$ cat src/rtl/conv.sv
// Streaming non-overlapping convolution: one unsigned sample per accepted cycle,
// one running partial sum per output column, one result pulse per finished window.
module conv #(
    parameter int KERNEL_DIM = 2,
    parameter int KERNEL_CH  = 3,
    parameter int IMG_DIM    = 4,
    parameter int IMG_CH     = 3,
    parameter int OUT_DIM    = 2,
    parameter int INPUT_PREC = 8
) (
    input  logic                      clk,
    input  logic                      rst,
    input  logic [INPUT_PREC-1:0]     in_img_stream,
    input  logic                      in_valid,
    input  logic [INPUT_PREC-1:0]     Kernal_weights [0:KERNEL_DIM-1][0:KERNEL_DIM-1][0:KERNEL_CH-1],
    output logic [2*INPUT_PREC-1:0]   out_img_stream,
    output logic                      out_valid
);

    localparam int KW  = (KERNEL_DIM > 1) ? $clog2(KERNEL_DIM) : 1;
    localparam int CHW = (IMG_CH > 1) ? $clog2(IMG_CH) : 1;
    localparam int OW  = (OUT_DIM > 1) ? $clog2(OUT_DIM) : 1;
    localparam int PW  = $clog2(IMG_DIM + 1);
    localparam int AW  = 2 * INPUT_PREC;

    localparam logic [PW-1:0]  POS_LAST = PW'(IMG_DIM - 1);
    localparam logic [PW-1:0]  WIN_END  = PW'(OUT_DIM * KERNEL_DIM);
    localparam logic [KW-1:0]  K_LAST   = KW'(KERNEL_DIM - 1);
    localparam logic [CHW-1:0] CH_LAST  = CHW'(IMG_CH - 1);

    // Image position, kernel-relative position and output column index
    logic [PW-1:0]  row_r, row_s, col_r, col_s;
    logic [KW-1:0]  i_r, i_s, j_r, j_s;
    logic [CHW-1:0] ch_r, ch_s;
    logic [OW-1:0]  c_r, c_s;

    logic [AW-1:0]  psum_r [0:OUT_DIM-1];
    logic [AW-1:0]  out_data_r;
    logic           out_valid_r;

    logic [AW-1:0]  prod_s;
    logic [AW-1:0]  acc_s;
    logic           in_win_s;
    logic           win_first_s;
    logic           win_last_s;

    assign out_img_stream = out_data_r;
    assign out_valid      = out_valid_r;

    // Product and window-relative accumulate for the sample presented this cycle
    always_comb begin
        prod_s      = AW'(in_img_stream) * AW'(Kernal_weights[i_r][j_r][ch_r]);
        in_win_s    = (row_r < WIN_END) && (col_r < WIN_END);
        win_first_s = (i_r == {KW{1'b0}}) && (j_r == {KW{1'b0}}) && (ch_r == {CHW{1'b0}});
        win_last_s  = (i_r == K_LAST) && (j_r == K_LAST) && (ch_r == CH_LAST);
        if (win_first_s) begin
            acc_s = prod_s;
        end else begin
            acc_s = psum_r[c_r] + prod_s;
        end
    end

    // Next position; counters only move on accepted samples and wrap at frame end
    always_comb begin
        row_s = row_r;
        col_s = col_r;
        i_s   = i_r;
        j_s   = j_r;
        ch_s  = ch_r;
        c_s   = c_r;
        if (in_valid) begin
            if (ch_r == CH_LAST) begin
                ch_s = {CHW{1'b0}};
                if (col_r == POS_LAST) begin
                    col_s = {PW{1'b0}};
                    j_s   = {KW{1'b0}};
                    c_s   = {OW{1'b0}};
                    if (row_r == POS_LAST) begin
                        row_s = {PW{1'b0}};
                        i_s   = {KW{1'b0}};
                    end else begin
                        row_s = row_r + {{(PW-1){1'b0}}, 1'b1};
                        i_s   = (i_r == K_LAST) ? {KW{1'b0}} : i_r + {{(KW-1){1'b0}}, 1'b1};
                    end
                end else begin
                    col_s = col_r + {{(PW-1){1'b0}}, 1'b1};
                    if (j_r == K_LAST) begin
                        j_s = {KW{1'b0}};
                        c_s = c_r + {{(OW-1){1'b0}}, 1'b1};
                    end else begin
                        j_s = j_r + {{(KW-1){1'b0}}, 1'b1};
                        c_s = c_r;
                    end
                end
            end else begin
                ch_s = ch_r + {{(CHW-1){1'b0}}, 1'b1};
            end
        end else begin
            ch_s = ch_r;
        end
    end

    // State registers, partial sums and the registered result
    always_ff @(posedge clk) begin
        if (!rst) begin
            row_r       <= {PW{1'b0}};
            col_r       <= {PW{1'b0}};
            i_r         <= {KW{1'b0}};
            j_r         <= {KW{1'b0}};
            ch_r        <= {CHW{1'b0}};
            c_r         <= {OW{1'b0}};
            out_data_r  <= {AW{1'b0}};
            out_valid_r <= 1'b0;
            for (int n = 0; n < OUT_DIM; n++) begin
                psum_r[n] <= {AW{1'b0}};
            end
        end else begin
            row_r       <= row_s;
            col_r       <= col_s;
            i_r         <= i_s;
            j_r         <= j_s;
            ch_r        <= ch_s;
            c_r         <= c_s;
            out_valid_r <= 1'b0;
            if (in_valid && in_win_s) begin
                psum_r[c_r] <= acc_s;
                if (win_last_s) begin
                    out_data_r  <= acc_s;
                    out_valid_r <= 1'b1;
                end else begin
                    out_data_r  <= out_data_r;
                end
            end else begin
                out_data_r <= out_data_r;
            end
        end
    end

endmodule

$ cat config.mk
export PLATFORM = sky130hd
export DESIGN_NAME = conv
export DESIGN_NICKNAME = d
export VERILOG_FILES = /design/src/rtl/conv.sv
export SDC_FILE = /design/constraint.sdc
export NUM_CORES = 1
export LEC_CHECK = 0
export CAP_MARGIN = 0
export CORE_MARGIN = 5
export CORE_UTILIZATION = 58
export CTS_CLUSTER_DIAMETER = 80
export DETAILED_ROUTE_END_ITERATION = 12
export PLACE_DENSITY = 0.88
export SETUP_SLACK_MARGIN = 0.2
export SLEW_MARGIN = 5
export SYNTH_ARGS = -nofsm -noshare
export SYNTH_HDL_FRONTEND = slang
export SYNTH_SLANG_ARGS = --single-unit
$ cat constraint.sdc
create_clock -name clk -period 15.3 [get_ports clk]
set_input_delay 3.06 -clock clk [delete_from_list [all_inputs] [get_ports clk]]
set_output_delay 3.06 -clock clk [all_outputs]
set_load 0.005 [all_outputs]
==> results of run 1 <==
## stage by stage
step,worst slack (ps),utilization
5_1_grt,5044,0.7500
6_report,5331,0.7500
3_5_place_dp,5124,0.7283
4_1_cts,5453,0.7500
3_3_place_gp,5320,0.7283
2_1_floorplan,6182,-
## cells by family after synthesis
group | share of synthesized area
fa+ha+maj | 0.2257
flops | 0.2478
compound gates | 0.1096
xor+xnor | 0.03742
mux | 0.1418
simple gates | 0.1794
buf+inv | 0.05814
## worst max path at each step
| stage | startpoint | end | slack (ps) | depth (start not counted) |
|---|---|---|---|---|
| 3_5_place_dp | Kernal_weights[13] | psum_r[0][15]$_SDFFCE_PN0P_ | 5120 | 23 |
| 5_1_grt | Kernal_weights[13] | psum_r[0][15]$_SDFFCE_PN0P_ | 5040 | 25 |
| 2_1_floorplan | Kernal_weights[12] | psum_r[0][15]$_SDFFCE_PN0P_ | 6180 | 25 |
| 6_report | Kernal_weights[13] | psum_r[0][15]$_SDFFCE_PN0P_ | 5330 | 23 |
| 3_3_place_gp | Kernal_weights[15] | psum_r[1][15]$_SDFFCE_PN0P_ | 5320 | 23 |
| 4_1_cts | Kernal_weights[60] | psum_r[0][15]$_SDFFCE_PN0P_ | 5450 | 25 |
## critical path, cell delays in order
cell and delay, ps:
sky130_fd_sc_hd__clkdlybuf4s50_1 420, sky130_fd_sc_hd__mux4_2 480, sky130_fd_sc_hd__mux2i_1 170, sky130_fd_sc_hd__o22ai_1 280
sky130_fd_sc_hd__and2_1 280, sky130_fd_sc_hd__fa_1 460, sky130_fd_sc_hd__fa_1 530, sky130_fd_sc_hd__fa_1 560
sky130_fd_sc_hd__inv_1 60, sky130_fd_sc_hd__fa_1 530, sky130_fd_sc_hd__inv_1 40, sky130_fd_sc_hd__ha_1 360
sky130_fd_sc_hd__and2_1 220, sky130_fd_sc_hd__a41o_1 260, sky130_fd_sc_hd__or2_2 290, sky130_fd_sc_hd__o21ai_0 200
sky130_fd_sc_hd__a21oi_1 110, sky130_fd_sc_hd__xor2_1 250, sky130_fd_sc_hd__ha_1 380, sky130_fd_sc_hd__a21oi_1 190
sky130_fd_sc_hd__o22a_1 210, sky130_fd_sc_hd__nor4b_2 300, sky130_fd_sc_hd__mux2_1 390
## placed cells by master (no fill, tap or decap), drive strengths merged, types with 15 or more instances in the layout
master and instances:
a21oi 35, and2 55, clkdlybuf4s50 123, dfxtp 29
edfxtp 32, fa 37, ha 53, inv 69
mux2 17, mux2i 15, mux4 24, nand2 39
nor2 71, o21ai 21
## sequential cells by signal, summed over array words and instances, names as in the netlist, named ones only
register and count:
out_img_stream 16, out_valid 1, j_r 1, col_r 3, psum_r 32, row_r 3, ch_r 2, i_r 1
c_r 1
## report_power, final
group	switching, mW	internal [mW]
Sequential	0.00604	0.193
Combinational	0.671	0.444
Clock	0.0611	0.100
Total	0.738	0.737
## final cells by class
type	count	area, µm²
Clock buffer	11	152.6
Clock inverter	5	72.57
Sequential cell	61	1543
Timing Repair Buffer	126	1254
Inverter	70	262.8
Fill cell	715	2592
Tap cell	136	170.2
Multi-Input combinational cell	498	4323
## routing by layer
layer	track usage	vias up	routed length [µm]	part of all wire
met2	0.4837	254	8597	0.51
li1	-	2515	-	-
met1	0.3316	2656	6481	0.39
met5	0	-	0	0
met3	0.05305	58	1207	0.072
met4	0.08894	0	473	0.028
==> summary.md, run 1 <==
| Metric | Value |
|---|---|
| Detail Route Antenna Nets | `0` |
| Worst-skew pair later-pin latency | `340 ps` |
| Number of instances in the synthesized netlist | `653` |
| Number of clock buffers inserted by TritonCTS | `9` |
| Pin count of the biggest net entering global routing | `31` |
| Count of boundary I/O pins | `124` |
| Wire length of the first global-routing pass | `27.98 mm` |
| # nets final | `963` |
| Vias | `5,483` |
| Type of the worst setup path | `primary input to flip-flop` |
| Max-cap violations | `0` |
| Port Buf Inserts | `123` |
| Top-area cell type share of the netlist area | `0.1545` |
| Post-CTS Resized | `0` |
| Count of flip-flops with a built-in enable after synthesis | `32` |
| Cell taking the most area after synthesis | `sky130_fd_sc_hd__edfxtp_1` |
| Number of clock sinks | `61` |
| Library cell with the highest instance count after synthesis | `sky130_fd_sc_hd__nor2_1` |
| Clock Pin Slew Worst Setup and Hold Paths | `70 ps` |
| Headroom to the max-slew limit | `0.3879` |
| Hold path endpoint | `col_r[2]$_SDFFE_PN0P_` |
| Destination of the worst register-to-register timing path | `psum_r[0][15]$_SDFFCE_PN0P_` |
| Sequential share of the synthesized area | `0.2478` |
| Area growth syn-to-layout | `25.05%` |
| R2r setup slk | `7420 ps` |
| Average cell area after synthesis | `9.525 µm²` |
| Cell chosen for the clock root | `sky130_fd_sc_hd__clkbuf_8` |
| DRC errors left | `0` |
| Final clock skew | `9.659 ps` |
| Worst-path maximum fanout | `8` |
| Required time at the endpoint of the critical path | `15,380 ps` |
| Post-DR vias/cell | `6.045` |
| Total power consumption of the routed design | `1.475 mW` |
| Deepest clock path buffer count | `2` |
| Top achievable clock speed | `100.3 MHz` |
| Area of placed instances | `0.007552 mm²` |
| HPWL after DPL | `13.31 mm` |
| Cell area after layout | `0.007777 mm²` |
| Wire length after detailed routing | `16.76 mm` |
| Kind of path behind the tightest hold check | `flip-flop to flip-flop` |
| Asr flop ratio synth | `0` |
| Count of cell types in the netlist | `60` |
| CP startpoint kind | `primary input` |
| Total routing usage reported by global routing | `0.2723` |
| Area of the core region | `0.01037 mm²` |
| Result of the run | `completed` |
| Finished Layout Cells | `907` |
| Cell depth of the worst flop-to-flop path | `22` |
| GR Overflow Total | `0` |
| Setup Total Neg Slack | `0 ps` |
| Leading cell types by count after synthesis | `sky130_fd_sc_hd__nor2_1 (71), sky130_fd_sc_hd__inv_1 (69), sky130_fd_sc_hd__and2_1 (55)` |
| RD Place Congestion | `0.8655` |
| Die Width | `113.6 µm` |
| Antenna violations before repair | `0` |
| Average detailed-routed wire length per instance | `18.48 µm` |
| Primary flip-flop cell chosen by synthesis mapping | `sky130_fd_sc_hd__edfxtp_1` |
| # H-tree levels | `3` |
| Via count of the first global-routing pass | `5,731` |
| Y dimension of the die | `113.6 µm` |
| Cell area after synthesis | `0.006220 mm²` |
| Period Utilization, post-route | `0.6515` |
| Start point of the worst hold path | `col_r[2]$_SDFFE_PN0P_` |
| Unrepaired setup endpoints after global routing | `false` |
| Hold WS | `475.2 ps` |
| Fraction of final layout cells with drive strength greater than 1 | `0.08431` |
| Count of hold buffers inserted by post-cts repair | `0` |
| Clock tree from TritonCTS | `yes` |
| Number of pins exceeding their max-slew limit in the final report | `0` |
| Die area | `0.01289 mm²` |
| Worst hold stages | `2` |
| Period minus WS final | `9969 ps` |
| Leakage | `3.263 nW` |
| Setup violation total in the final timing report | `0` |
| Slew at the pin with the worst max-slew slack | `915.5 ps` |
| Critical Path Sink Type | `flip-flop` |
| Length of the first detailed-routing pass in iterations | `5` |
| Peak supply drop | `0.1462 mV` |
| Number of instances in the placed design | `891` |
| Reg2reg start | `i_r$_SDFFE_PN0P_` |
| Arrival time reported for the critical path endpoint | `10,050 ps` |
| Inserted Diodes | `0` |
| Power per cell area | `189.6 mW/mm²` |
| Register bit count reported by yosys | `61` |
| Endpoints failing hold | `0` |
| DRC violation total after the first TritonRoute iteration | `403` |
| Setup repair bufs after CTS | `0` |
| Row count | `37` |
| Ranking of synthesized cells by area | `sky130_fd_sc_hd__edfxtp_1 (15%), sky130_fd_sc_hd__fa_1 (12%), sky130_fd_sc_hd__ha_1 (11%), sky130_fd_sc_hd__dfxtp_1 (9.3%), sky130_fd_sc_hd__mux4_2 (8.7%)` |
| Starting density of the core | `0.5998` |
| Count of synthesis-stage warnings from yosys | `0` |
| Post-synth net total | `850` |
No activity file was read; power rests on OpenSTA's default activity.
==> run 2: changes to the inputs <==
CORE_UTILIZATION = 53   (was 58)
PLACE_DENSITY = 0.82   (was 0.88)
clock period = 10 ns   (was 15.3 ns; I/O delays follow)
==> run 2 against run 1 <==
Net effect:
- worst hold slack better by 4.6 ps
- sequential power increased by 53%
- first-iteration DRC count decreased by 3.2%
- worst setup slack got worse by 4200 ps
- cell count up 0.77%
- count of clock-buffer cells in the layout up 1
- non-clock buffer count did not move
- core utilization shrank 6.2 points
- sequential cell count unchanged
- register-to-register slack lost 5300 ps
- clock power grew 110%
==> summary.md, run 2 (synthesis gave the netlist of run 1 again) <==
| Metric | Value |
|---|---|
| Leakage | `3.312 nW (+1.5%)` |
| Clock tree from TritonCTS | `yes` |
| Y dimension of the die | `118.3 µm (+4.2%)` |
| Setup Total Neg Slack | `0 ps (unchanged)` |
| Setup violation total in the final timing report | `0 (unchanged)` |
| HPWL after DPL | `13.01 mm (-2.2%)` |
| RD Place Congestion | `0.9677 (+12%)` |
| Total of fill cells in the finished design | `853 (+19%)` |
| Via count of the first global-routing pass | `5,696 (-0.61%)` |
| Count of hold buffers inserted by post-cts repair | `0 (unchanged)` |
| Period minus WS final | `8863 ps` |
| Flip-flop and latch area | `0.001543 mm² (unchanged)` |
| Max-cap violations | `0 (unchanged)` |
| Inserted Diodes | `0 (unchanged)` |
| Commonest non-fill, non-tap cell in the layout | `sky130_fd_sc_hd__clkdlybuf4s50_1` |
| Finished Layout Cells | `914 (+0.77%)` |
| Flip-flop count of the largest register after layout | `32 (unchanged)` |
| Power per cell area | `293.4 mW/mm² (+55%)` |
| Port Buf Inserts | `123 (unchanged)` |
| Starting density of the core | `0.5424 (-0.05739)` |
| Number of pins exceeding their max-slew limit in the final report | `0 (unchanged)` |
| Total area of multi-input combinational cells | `0.004323 mm² (unchanged)` |
| Vias | `5,375 (-2.0%)` |
| Most frequent cells in the layout | `sky130_fd_sc_hd__clkdlybuf4s50_1 (123), sky130_fd_sc_hd__nor2_1 (71), sky130_fd_sc_hd__inv_1 (69)` |
| Period Utilization, post-route | `0.8863` |
| Arrival time reported for the critical path endpoint | `8940 ps (-1110 ps)` |
| Area of the core region | `0.01147 mm² (+11%)` |
| Number of clock buffers inserted by TritonCTS | `9 (unchanged)` |
| Post-CTS Resized | `0 (unchanged)` |
| Total routing usage reported by global routing | `0.2381 (-0.03419)` |
| DRC violation total after the first TritonRoute iteration | `390 (-3.2%)` |
| Result of the run | `completed` |
| Average detailed-routed wire length per instance | `18.08 µm (-2.1%)` |
| Worst-skew pair later-pin latency | `340 ps (about the same)` |
| Unrepaired setup endpoints after global routing | `false` |
| Wire length of the first global-routing pass | `27.48 mm (-1.8%)` |
| Wire length after detailed routing | `16.53 mm (-1.4%)` |
| Clock Pin Slew Worst Setup and Hold Paths | `60 ps (about the same)` |
| Hold WS | `479.8 ps (+4.645 ps)` |
| Fraction of final layout cells with drive strength greater than 1 | `0.08690 (+0.002594)` |
| Slew at the pin with the worst max-slew slack | `1025 ps (+109.6 ps)` |
| Endpoints failing hold | `0 (unchanged)` |
| Cell area after layout | `0.007890 mm² (+1.4%)` |
| Count of boundary I/O pins | `124 (unchanged)` |
| Top achievable clock speed | `112.8 MHz` |
| Number of clock sinks | `61 (unchanged)` |
| Row count | `39 (+5.4%)` |
| Die Width | `118.3 µm (+4.2%)` |
| Final setup slack of the worst path | `1137 ps (-4195 ps)` |
| Length of the first detailed-routing pass in iterations | `5 (unchanged)` |
| GR Overflow Total | `0 (unchanged)` |
| Type of the worst setup path | `primary input to flip-flop` |
| Cell chosen for the clock root | `sky130_fd_sc_hd__clkbuf_16` |
| Utilization after layout | `0.6881 (-0.06195)` |
| Total power consumption of the routed design | `2.315 mW (+57%)` |
| Die area | `0.01400 mm² (+8.6%)` |
| Biggest register | `psum_r` |
| Peak supply drop | `0.3333 mV (+130%)` |
| DP Worst Slack | `890.7 ps (-4233 ps)` |
| Detail Route Antenna Nets | `0 (unchanged)` |
| Required time at the endpoint of the critical path | `10,080 ps (-5300 ps)` |
| Critical Path Sink Type | `flip-flop` |
| Deepest clock path buffer count | `2 (unchanged)` |
| Area growth syn-to-layout | `26.86%` |
| DRC errors left | `0 (unchanged)` |
| Post-DR vias/cell | `5.881 (-2.7%)` |
| Final clock skew | `5.527 ps (-4.132 ps)` |
| Antenna violations before repair | `0 (unchanged)` |
| Number of instances in the placed design | `898 (+0.79%)` |
| Pin count of the biggest net entering global routing | `31 (unchanged)` |
| Kind of path behind the tightest hold check | `flip-flop to flip-flop` |
| # H-tree levels | `3 (unchanged)` |
| Setup repair bufs after CTS | `0 (unchanged)` |
| Area of placed instances | `0.007561 mm² (+0.12%)` |
| # nets final | `963 (unchanged)` |
| CP startpoint kind | `primary input` |
| Worst-path maximum fanout | `8 (unchanged)` |
| Headroom to the max-slew limit | `0.3130 (-0.07484)` |
[run 2: changes by cell type in the layout (fill, tap and decap cells not counted), sizes merged]
| cell | delta |
|---|---|
| inv | +1 |
| clkbuf | +1 |
| bufinv | -1 |
| clkinv | -1 |
[run 2: critical path, stage by stage]
cell                              delay, ps
sky130_fd_sc_hd__clkdlybuf4s50_1        420
sky130_fd_sc_hd__mux4_2                 470
sky130_fd_sc_hd__mux2i_1                150
sky130_fd_sc_hd__o22ai_1                250
sky130_fd_sc_hd__and2_1                 280
sky130_fd_sc_hd__fa_1                   490
sky130_fd_sc_hd__fa_1                   520
sky130_fd_sc_hd__fa_1                   550
sky130_fd_sc_hd__inv_1                   60
sky130_fd_sc_hd__fa_1                   530
sky130_fd_sc_hd__inv_1                   40
sky130_fd_sc_hd__ha_1                   380
sky130_fd_sc_hd__a21o_1                 200
sky130_fd_sc_hd__a21o_1                 200
sky130_fd_sc_hd__a221oi_1               340
sky130_fd_sc_hd__o211ai_2               200
sky130_fd_sc_hd__ha_1                   360
sky130_fd_sc_hd__nand4_1                100
sky130_fd_sc_hd__o21ai_0                440
sky130_fd_sc_hd__a211oi_1               230
sky130_fd_sc_hd__nor4b_2                350
sky130_fd_sc_hd__mux2_1                 370
[run 2: layout make-up]
type / instances / share of cell area
multi-input cells: 498 / 0.5479
flip-flops and latches: 61 / 0.1955
repair buffers: 126 / 0.1589
clock buffers: 12 / 0.03536
inverters: 70 / 0.03330
well taps: 143 / 0.02268
clock inverters: 4 / 0.006343
[run 2: where the power goes]
| group | total, mW | internal [mW] | switching, mW |
|---|---|---|---|
| registers | 0.305 | 0.296 | 0.00926 |
| clock network | 0.334 | 0.223 | 0.111 |
| logic | 1.68 | 0.676 | 1.00 |
[run 2: routing by layer]
metal	share of wire	vias up	track usage
met5	0	-	0
met4	0.023	0	0.07240
met3	0.067	39	0.06256
met2	0.52	198	0.4160
met1	0.39	2628	0.2879
li1	-	2510	-
[run 2: worst paths after layout]
| check | start | endpoint | slack, ps | cells past startpoint |
|---|---|---|---|---|
| worst min register to register | col_r[1]$_SDFFE_PN0P_ | col_r[1]$_SDFFE_PN0P_ | 480 | 2 |
| worst max register to register | i_r$_SDFFE_PN0P_ | psum_r[1][15]$_SDFFCE_PN0P_ | 2120 | 21 |
| worst max-delay path | Kernal_weights[13] | psum_r[1][15]$_SDFFCE_PN0P_ | 1140 | 22 |
| worst min-delay path | col_r[1]$_SDFFE_PN0P_ | col_r[1]$_SDFFE_PN0P_ | 480 | 2 |
